--- src/rtl/d_e_hazard_reg_pkg.sv ---
// Shared encodings and field helpers for the D->E pipeline register and its hazard logic.
// Tuse/Tnew are 2-bit cycle counts; a Tuse of TUSE_NONE means the operand is never read.
package d_e_hazard_reg_pkg;

  localparam int DATA_W = 32;
  localparam logic [DATA_W-1:0] NOP_WORD = 32'h0000_0000;

  typedef logic [1:0] tcyc_t;
  typedef logic [4:0] reg_idx_t;

  localparam tcyc_t TUSE_NONE  = 2'd3;
  localparam tcyc_t TNEW_READY = 2'd0;

  function automatic logic [5:0] field_opc(input logic [DATA_W-1:0] instr);
    return instr[31:26];
  endfunction

  function automatic reg_idx_t field_rs(input logic [DATA_W-1:0] instr);
    return instr[25:21];
  endfunction

  function automatic reg_idx_t field_rt(input logic [DATA_W-1:0] instr);
    return instr[20:16];
  endfunction

  function automatic reg_idx_t field_rd(input logic [DATA_W-1:0] instr);
    return instr[15:11];
  endfunction

  // Tnew as seen one stage later; a result that is already ready stays ready.
  function automatic tcyc_t tnew_age(input tcyc_t tnew);
    return (tnew == TNEW_READY) ? TNEW_READY : tnew - 2'd1;
  endfunction

endpackage

--- src/rtl/d_e_hazard_reg_if.sv ---
// D-stage bundle in, E-stage bundle and hazard status out.
// master = the pipeline around the register, slave = the register itself.
interface d_e_hazard_reg_if #(
  parameter int WIDTH = 32,
  parameter int CNT_W = 32
);
  import d_e_hazard_reg_pkg::*;

  logic [WIDTH-1:0] D_instr;
  logic [WIDTH-1:0] D_pc;
  logic [WIDTH-1:0] D_rs_data;
  logic [WIDTH-1:0] D_rt_data;
  logic [WIDTH-1:0] D_ext_imm;
  tcyc_t            D_Tuse_rs;
  tcyc_t            D_Tuse_rt;
  tcyc_t            E_Tnew_in;
  reg_idx_t         E_A3_in;
  logic             flush;

  logic             stall;
  logic [WIDTH-1:0] E_instr;
  logic [WIDTH-1:0] E_pc;
  logic [WIDTH-1:0] E_pc8;
  logic [WIDTH-1:0] E_rs_data;
  logic [WIDTH-1:0] E_rt_data;
  logic [WIDTH-1:0] E_ext_imm;
  logic             E_bubble;
  reg_idx_t         M_A3;
  tcyc_t            M_Tnew;
  logic [CNT_W-1:0] stall_cnt;

  modport master (
    output D_instr, D_pc, D_rs_data, D_rt_data, D_ext_imm,
           D_Tuse_rs, D_Tuse_rt, E_Tnew_in, E_A3_in, flush,
    input  stall, E_instr, E_pc, E_pc8, E_rs_data, E_rt_data, E_ext_imm,
           E_bubble, M_A3, M_Tnew, stall_cnt
  );

  modport slave (
    input  D_instr, D_pc, D_rs_data, D_rt_data, D_ext_imm,
           D_Tuse_rs, D_Tuse_rt, E_Tnew_in, E_A3_in, flush,
    output stall, E_instr, E_pc, E_pc8, E_rs_data, E_rt_data, E_ext_imm,
           E_bubble, M_A3, M_Tnew, stall_cnt
  );

endinterface

--- src/rtl/d_e_hazard_reg_hazard_cmp.sv ---
// One operand-versus-producer check: hit when a later stage will not have the value
// ready by the time the D-stage instruction needs it. $0 never hazards.
module hazard_cmp
  import d_e_hazard_reg_pkg::*;
(
  input  reg_idx_t src,
  input  tcyc_t    tuse,
  input  reg_idx_t a3,
  input  tcyc_t    tnew,
  output logic     hit
);

  assign hit = (src != 5'd0) && (a3 == src) && (tnew > tuse);

endmodule

--- src/rtl/d_e_hazard_reg.sv ---
// D->E pipeline register with lw-use style stall detection against E and M producers.
// On stall or flush the E slot receives a nop bubble; stall cycles are counted (saturating).
module d_e_hazard_reg
  import d_e_hazard_reg_pkg::*;
#(
  parameter int               WIDTH     = 32,
  parameter int               CNT_W     = 32,
  parameter logic [DATA_W-1:0] NOP_INSTR = NOP_WORD
) (
  input  logic             clk,
  input  logic             reset,
  d_e_hazard_reg_if.slave  bus
);

  reg_idx_t src_reg  [2];
  tcyc_t    src_tuse [2];
  reg_idx_t dst_a3   [2];
  tcyc_t    dst_tnew [2];
  logic [3:0] hit;
  logic       stall_int;
  logic       inject;

  logic [WIDTH-1:0] e_instr_reg, e_pc_reg, e_pc8_reg;
  logic [WIDTH-1:0] e_rs_data_reg, e_rt_data_reg, e_ext_imm_reg;
  logic             e_bubble_reg;
  reg_idx_t         m_a3_reg;
  tcyc_t            m_tnew_reg;
  logic [CNT_W-1:0] stall_cnt_reg;

  // Index 0 = rs, 1 = rt for sources; 0 = E, 1 = M for producers.
  assign src_reg[0]  = field_rs(bus.D_instr[DATA_W-1:0]);
  assign src_reg[1]  = field_rt(bus.D_instr[DATA_W-1:0]);
  assign src_tuse[0] = bus.D_Tuse_rs;
  assign src_tuse[1] = bus.D_Tuse_rt;
  assign dst_a3[0]   = bus.E_A3_in;
  assign dst_a3[1]   = m_a3_reg;
  assign dst_tnew[0] = bus.E_Tnew_in;
  assign dst_tnew[1] = m_tnew_reg;

  generate
    for (genvar gi = 0; gi < 4; gi++) begin : g_cmp
      hazard_cmp u_cmp (
        .src  (src_reg[gi % 2]),
        .tuse (src_tuse[gi % 2]),
        .a3   (dst_a3[gi / 2]),
        .tnew (dst_tnew[gi / 2]),
        .hit  (hit[gi])
      );
    end
  endgenerate

  assign stall_int = |hit;
  assign inject    = stall_int | bus.flush;

  always_ff @(posedge clk) begin
    if (reset) begin
      e_instr_reg   <= WIDTH'(NOP_INSTR);
      e_pc_reg      <= '0;
      e_pc8_reg     <= '0;
      e_rs_data_reg <= '0;
      e_rt_data_reg <= '0;
      e_ext_imm_reg <= '0;
      e_bubble_reg  <= 1'b1;
      m_a3_reg      <= '0;
      m_tnew_reg    <= '0;
      stall_cnt_reg <= '0;
    end else begin
      // M tracking advances every cycle: a bubble in E simply moves on as A3 = 0.
      m_a3_reg   <= bus.E_A3_in;
      m_tnew_reg <= tnew_age(bus.E_Tnew_in);
      if (stall_int && (stall_cnt_reg != {CNT_W{1'b1}}))
        stall_cnt_reg <= stall_cnt_reg + CNT_W'(1);
      if (inject) begin
        e_instr_reg   <= WIDTH'(NOP_INSTR);
        e_pc_reg      <= '0;
        e_pc8_reg     <= '0;
        e_rs_data_reg <= '0;
        e_rt_data_reg <= '0;
        e_ext_imm_reg <= '0;
        e_bubble_reg  <= 1'b1;
      end else begin
        e_instr_reg   <= bus.D_instr;
        e_pc_reg      <= bus.D_pc;
        e_pc8_reg     <= bus.D_pc + WIDTH'(8);
        e_rs_data_reg <= bus.D_rs_data;
        e_rt_data_reg <= bus.D_rt_data;
        e_ext_imm_reg <= bus.D_ext_imm;
        e_bubble_reg  <= 1'b0;
      end
    end
  end

  assign bus.stall     = stall_int;
  assign bus.E_instr   = e_instr_reg;
  assign bus.E_pc      = e_pc_reg;
  assign bus.E_pc8     = e_pc8_reg;
  assign bus.E_rs_data = e_rs_data_reg;
  assign bus.E_rt_data = e_rt_data_reg;
  assign bus.E_ext_imm = e_ext_imm_reg;
  assign bus.E_bubble  = e_bubble_reg;
  assign bus.M_A3      = m_a3_reg;
  assign bus.M_Tnew    = m_tnew_reg;
  assign bus.stall_cnt = stall_cnt_reg;

endmodule

--- src/flat_wrapper.sv ---
// flat-port wrapper written by rule: the top's interface ports become plain ports
module d_e_hazard_reg_flat import d_e_hazard_reg_pkg::*;
#(
  parameter int               WIDTH     = 32,
  parameter int               CNT_W     = 32,
  parameter logic [DATA_W-1:0] NOP_INSTR = NOP_WORD
)
  (clk, reset, bus_D_instr, bus_D_pc, bus_D_rs_data, bus_D_rt_data, bus_D_ext_imm, bus_D_Tuse_rs, bus_D_Tuse_rt, bus_E_Tnew_in, bus_E_A3_in, bus_flush, bus_stall, bus_E_instr, bus_E_pc, bus_E_pc8, bus_E_rs_data, bus_E_rt_data, bus_E_ext_imm, bus_E_bubble, bus_M_A3, bus_M_Tnew, bus_stall_cnt);
  d_e_hazard_reg_if #(.WIDTH(WIDTH), .CNT_W(CNT_W)) bus_i ();
  input  logic clk;
  input  logic reset;
  input wire logic [$bits(bus_i.D_instr)-1:0] bus_D_instr;
  input wire logic [$bits(bus_i.D_pc)-1:0] bus_D_pc;
  input wire logic [$bits(bus_i.D_rs_data)-1:0] bus_D_rs_data;
  input wire logic [$bits(bus_i.D_rt_data)-1:0] bus_D_rt_data;
  input wire logic [$bits(bus_i.D_ext_imm)-1:0] bus_D_ext_imm;
  input wire logic [$bits(bus_i.D_Tuse_rs)-1:0] bus_D_Tuse_rs;
  input wire logic [$bits(bus_i.D_Tuse_rt)-1:0] bus_D_Tuse_rt;
  input wire logic [$bits(bus_i.E_Tnew_in)-1:0] bus_E_Tnew_in;
  input wire logic [$bits(bus_i.E_A3_in)-1:0] bus_E_A3_in;
  input wire logic [$bits(bus_i.flush)-1:0] bus_flush;
  output wire logic [$bits(bus_i.stall)-1:0] bus_stall;
  output wire logic [$bits(bus_i.E_instr)-1:0] bus_E_instr;
  output wire logic [$bits(bus_i.E_pc)-1:0] bus_E_pc;
  output wire logic [$bits(bus_i.E_pc8)-1:0] bus_E_pc8;
  output wire logic [$bits(bus_i.E_rs_data)-1:0] bus_E_rs_data;
  output wire logic [$bits(bus_i.E_rt_data)-1:0] bus_E_rt_data;
  output wire logic [$bits(bus_i.E_ext_imm)-1:0] bus_E_ext_imm;
  output wire logic [$bits(bus_i.E_bubble)-1:0] bus_E_bubble;
  output wire logic [$bits(bus_i.M_A3)-1:0] bus_M_A3;
  output wire logic [$bits(bus_i.M_Tnew)-1:0] bus_M_Tnew;
  output wire logic [$bits(bus_i.stall_cnt)-1:0] bus_stall_cnt;
  assign bus_i.D_instr = bus_D_instr;
  assign bus_i.D_pc = bus_D_pc;
  assign bus_i.D_rs_data = bus_D_rs_data;
  assign bus_i.D_rt_data = bus_D_rt_data;
  assign bus_i.D_ext_imm = bus_D_ext_imm;
  assign bus_i.D_Tuse_rs = bus_D_Tuse_rs;
  assign bus_i.D_Tuse_rt = bus_D_Tuse_rt;
  assign bus_i.E_Tnew_in = bus_E_Tnew_in;
  assign bus_i.E_A3_in = bus_E_A3_in;
  assign bus_i.flush = bus_flush;
  assign bus_stall = bus_i.stall;
  assign bus_E_instr = bus_i.E_instr;
  assign bus_E_pc = bus_i.E_pc;
  assign bus_E_pc8 = bus_i.E_pc8;
  assign bus_E_rs_data = bus_i.E_rs_data;
  assign bus_E_rt_data = bus_i.E_rt_data;
  assign bus_E_ext_imm = bus_i.E_ext_imm;
  assign bus_E_bubble = bus_i.E_bubble;
  assign bus_M_A3 = bus_i.M_A3;
  assign bus_M_Tnew = bus_i.M_Tnew;
  assign bus_stall_cnt = bus_i.stall_cnt;
  d_e_hazard_reg #(.WIDTH(WIDTH), .CNT_W(CNT_W), .NOP_INSTR(NOP_INSTR)) u_core (.clk(clk), .reset(reset), .bus(bus_i));
endmodule
--- config.mk ---
export PLATFORM = sky130hd
export DESIGN_NAME = d_e_hazard_reg_flat
export DESIGN_NICKNAME = d
export VERILOG_FILES = /design/src/rtl/d_e_hazard_reg_pkg.sv /design/src/rtl/d_e_hazard_reg_if.sv /design/src/rtl/d_e_hazard_reg_hazard_cmp.sv /design/src/rtl/d_e_hazard_reg.sv /design/src/flat_wrapper.sv
export SDC_FILE = /design/constraint.sdc
export NUM_CORES = 1
export LEC_CHECK = 0
export ABC_AREA = 1
export CORE_AREA = 4 4 154 156
export DETAILED_ROUTE_END_ITERATION = 10
export DIE_AREA = 0 0 158 160
export PLACE_DENSITY = 0.73
export SYNTH_ARGS = -nofsm -noshare
export SYNTH_HDL_FRONTEND = slang
export SYNTH_SLANG_ARGS = --single-unit
--- constraint.sdc ---
create_clock -name clk -period 2.6 [get_ports clk]
set_clock_uncertainty 0.05 [all_clocks]
set_input_delay 0.52 -clock clk [delete_from_list [all_inputs] [get_ports clk]]
set_output_delay 0.52 -clock clk [all_outputs]
set_load 0.05 [all_outputs]
==> flow_summary.toml <==
[final_layout]
seqCellArea_sq_um = 4590
drive_gt1_share_pct = 5.77
syn_to_final_growth_pct = 62.8
fin_nets = 1743
mostFrequentLayoutCells = "clkdlybuf4s50_1 (401), nor2_1 (295), dfxtp_1 (228)"
fillers = 1922
mostFrequentLayoutCell = "clkdlybuf4s50_1"
multi_input_area_sq_um = 2920

[grt]
first_global_vias = 7996
grtUsageTotal_pct = 21.5
grt_pass1_wl_um = 43100
grt-ovfl-total = 0
antenna_found_initial = 3
grt_max_degree = 42

[setup_path]
path_cells = "clkdlybuf4s50_1 > inv_2 > ha_4 > nand2_1 > nand3_1 > nor2_1 > nand3_1 > nand2_1 > nand2_2 > nand2_4 > buf_12"
crit_required_ps = 2030
reg2regPathDepth = 12
endpoint_kind = "primary output"
cpPeakStageDelay_ps = 470
slowest_stage = "clkdlybuf4s50_1"
timing.rr.end = "u_core.bus.E_instr[18]"
rrSetupSlack_ps = 460
r2r_start = "u_core.bus.M_Tnew[1]"
cp.buffers_inverters = 3
crit_path_start_kind = "input port"
worstSetupPathType = "in2out"
path_max_fanout = 3
cpLargestDelayFamily = "buffers and inverters"
cp.depth = 11
cp.arrival_ps = 1980

[detailed_routing]
routedLengthMet1_um = 10500
first_pass_iters = 6
avgRoutedWirePerCell_um = 15.2
wl_met2_um = 14300
routed.top_layer = "met5"
drt_wl_total_um = 28300
routed_via_density = 4.35
met3_wirelength_um = 2560
vias = 8104
ant_nets = 0
drc = 0
drtIter0Drc = 345

[logic_synthesis]
syn-num-nets = 1319
synth_top_area_cell = "dfxtp_1"
ys_types = 24
synth_area_sq_um = 8550
synth.avg_cell_area_sq_um = 7.54
synth.area.top_cells = "dfxtp_1 (54%), nor2_1 (13%), inv_1 (10%), nand2_1 (6.9%), nand3_1 (3.7%)"
ys_async_sr_fraction_pct = 0
yosysWarnings = 0
yosysSeqAreaShare_pct = 53.6
syn_inst = 1134
synth_top_area_share_pct = 53.6
synth_ff_type = "dfxtp_1"
synth_edf_count = 0
ys_seq_elements = 229

[place]
io_buffers = 406
hpwl_um = 22300
gp_congestion = 0.926

[timing]
tightestPinTransition_ps = 657
setup-violations-final = 0
hold_ws_ps = 272
drv_slew = 0
period_share_pct = 98.1
fmax_ghz = 0.392
rsz0062_at_grt = "no"
relSlewSlack_pct = 56.1
finalHoldViolCount = 0
layout_min_cycle_time_ps = 2550
tns_ps = 0

[power]
p_leak_uw = 0.00645
ir_drop_uv = 502
powerDensity_nw_per_um2 = 639

[worst_hold_path]
hp-start = "bus_E_Tnew_in[0]"
hold_depth = 2
min_path_type = "in2reg"
min_to = "u_core.bus.M_Tnew[0]"

[cts]
cts.sinks = 229
htreeDepth = 1
cts_max_path_buffers = 3
insertion_delay_ps = 520
cts_tree = "built"
numCtsBuffers = 25
clockRootBuffer = "clkbuf_16"
clkTransAtPathRegs_ps = 60
cts_hold_buf = 0

[floorplanning]
row_count = 55
start_util_pct = 38.2
die-area_sq_um = 25300
die_h_um = 160
io-pin-count = 407
die_w_um = 158
fp.coreArea_sq_um = 22400

[flow_run]
max_cap_viol_count = 0

[outcome]
status = "finished clean"
[final cells by class]
class,count,share of cell area [%]
antenna,1,0.0180
timing repair buffer,432,30.9
multi-input combinational,633,21.0
clock inverter,7,0.674
clock buffer,39,5.52
inverter,237,6.39
sequential,229,32.9
tap,285,2.56
[synth_stat cells (9+ instances only)]
library cell	n
ha_1	11
nor2_1	295
dfxtp_1	229
nand2_1	158
buf_2	9
clkbuf_1	12
inv_1	230
xor2_1	33
buf_6	11
nor3_1	17
nand3_1	64
a21oi_1	36
[metal layers]
metal	up-vias	global-route usage [%]
met5	-	0
met4	4	7.13
met3	51	7.45
met2	288	39.1
met1	3586	22.9
li1	4175	-
[through the flow]
step	setup WS (ps)	utilization [%]	instances	instance area [sq um]	power (uW)
floorplan	55.5	-	1134	8550	4620
global placement	-87.8	58.0	1814	13000	5300
detailed placement	-106	58.0	1814	13000	5310
CTS	2.21	62.1	1860	13900	8990
global route	1.25	62.3	1863	13900	9220
finish	48.3	62.3	1863	13900	8890
[timing repair]
action,4_1_cts,5_1_grt
buffers inserted,0,2
pin swaps,2,4
resized for setup,8,8
setup endpoints to repair,1,1
hold endpoints to repair,0,0
[power breakdown]
part / switching (uW) / total, uW / internal [uW]
sequential: 45.4 / 3700 / 3660
clock: 1420 / 3650 / 2220
combinational: 937 / 1540 / 607
total: 2400 / 8890 / 6490
[logic make-up after synthesis]
kind of cell    Yosys count  synth area share [%]
xor+xnor                 34                  3.48
fa+ha+maj                11                  1.61
compound gates           37                  2.16
simple gates            551                  26.0
flops                   229                  53.6
buf+inv                 272                  13.2
[worst max path at each step]
stage / start / end / slack [ps]
2_1_floorplan: u_core.bus.M_Tnew[0] / bus_stall / 60
3_3_place_gp: bus_E_Tnew_in[0] / bus_stall / -90
3_5_place_dp: bus_E_Tnew_in[0] / u_core.bus.stall_cnt[20] / -110
4_1_cts: bus_D_Tuse_rt[1] / bus_stall / 2
5_1_grt: bus_D_Tuse_rs[1] / bus_stall / 1
6_report: bus_D_Tuse_rt[1] / bus_stall / 50
No activity file was read; power rests on OpenSTA's default activity.
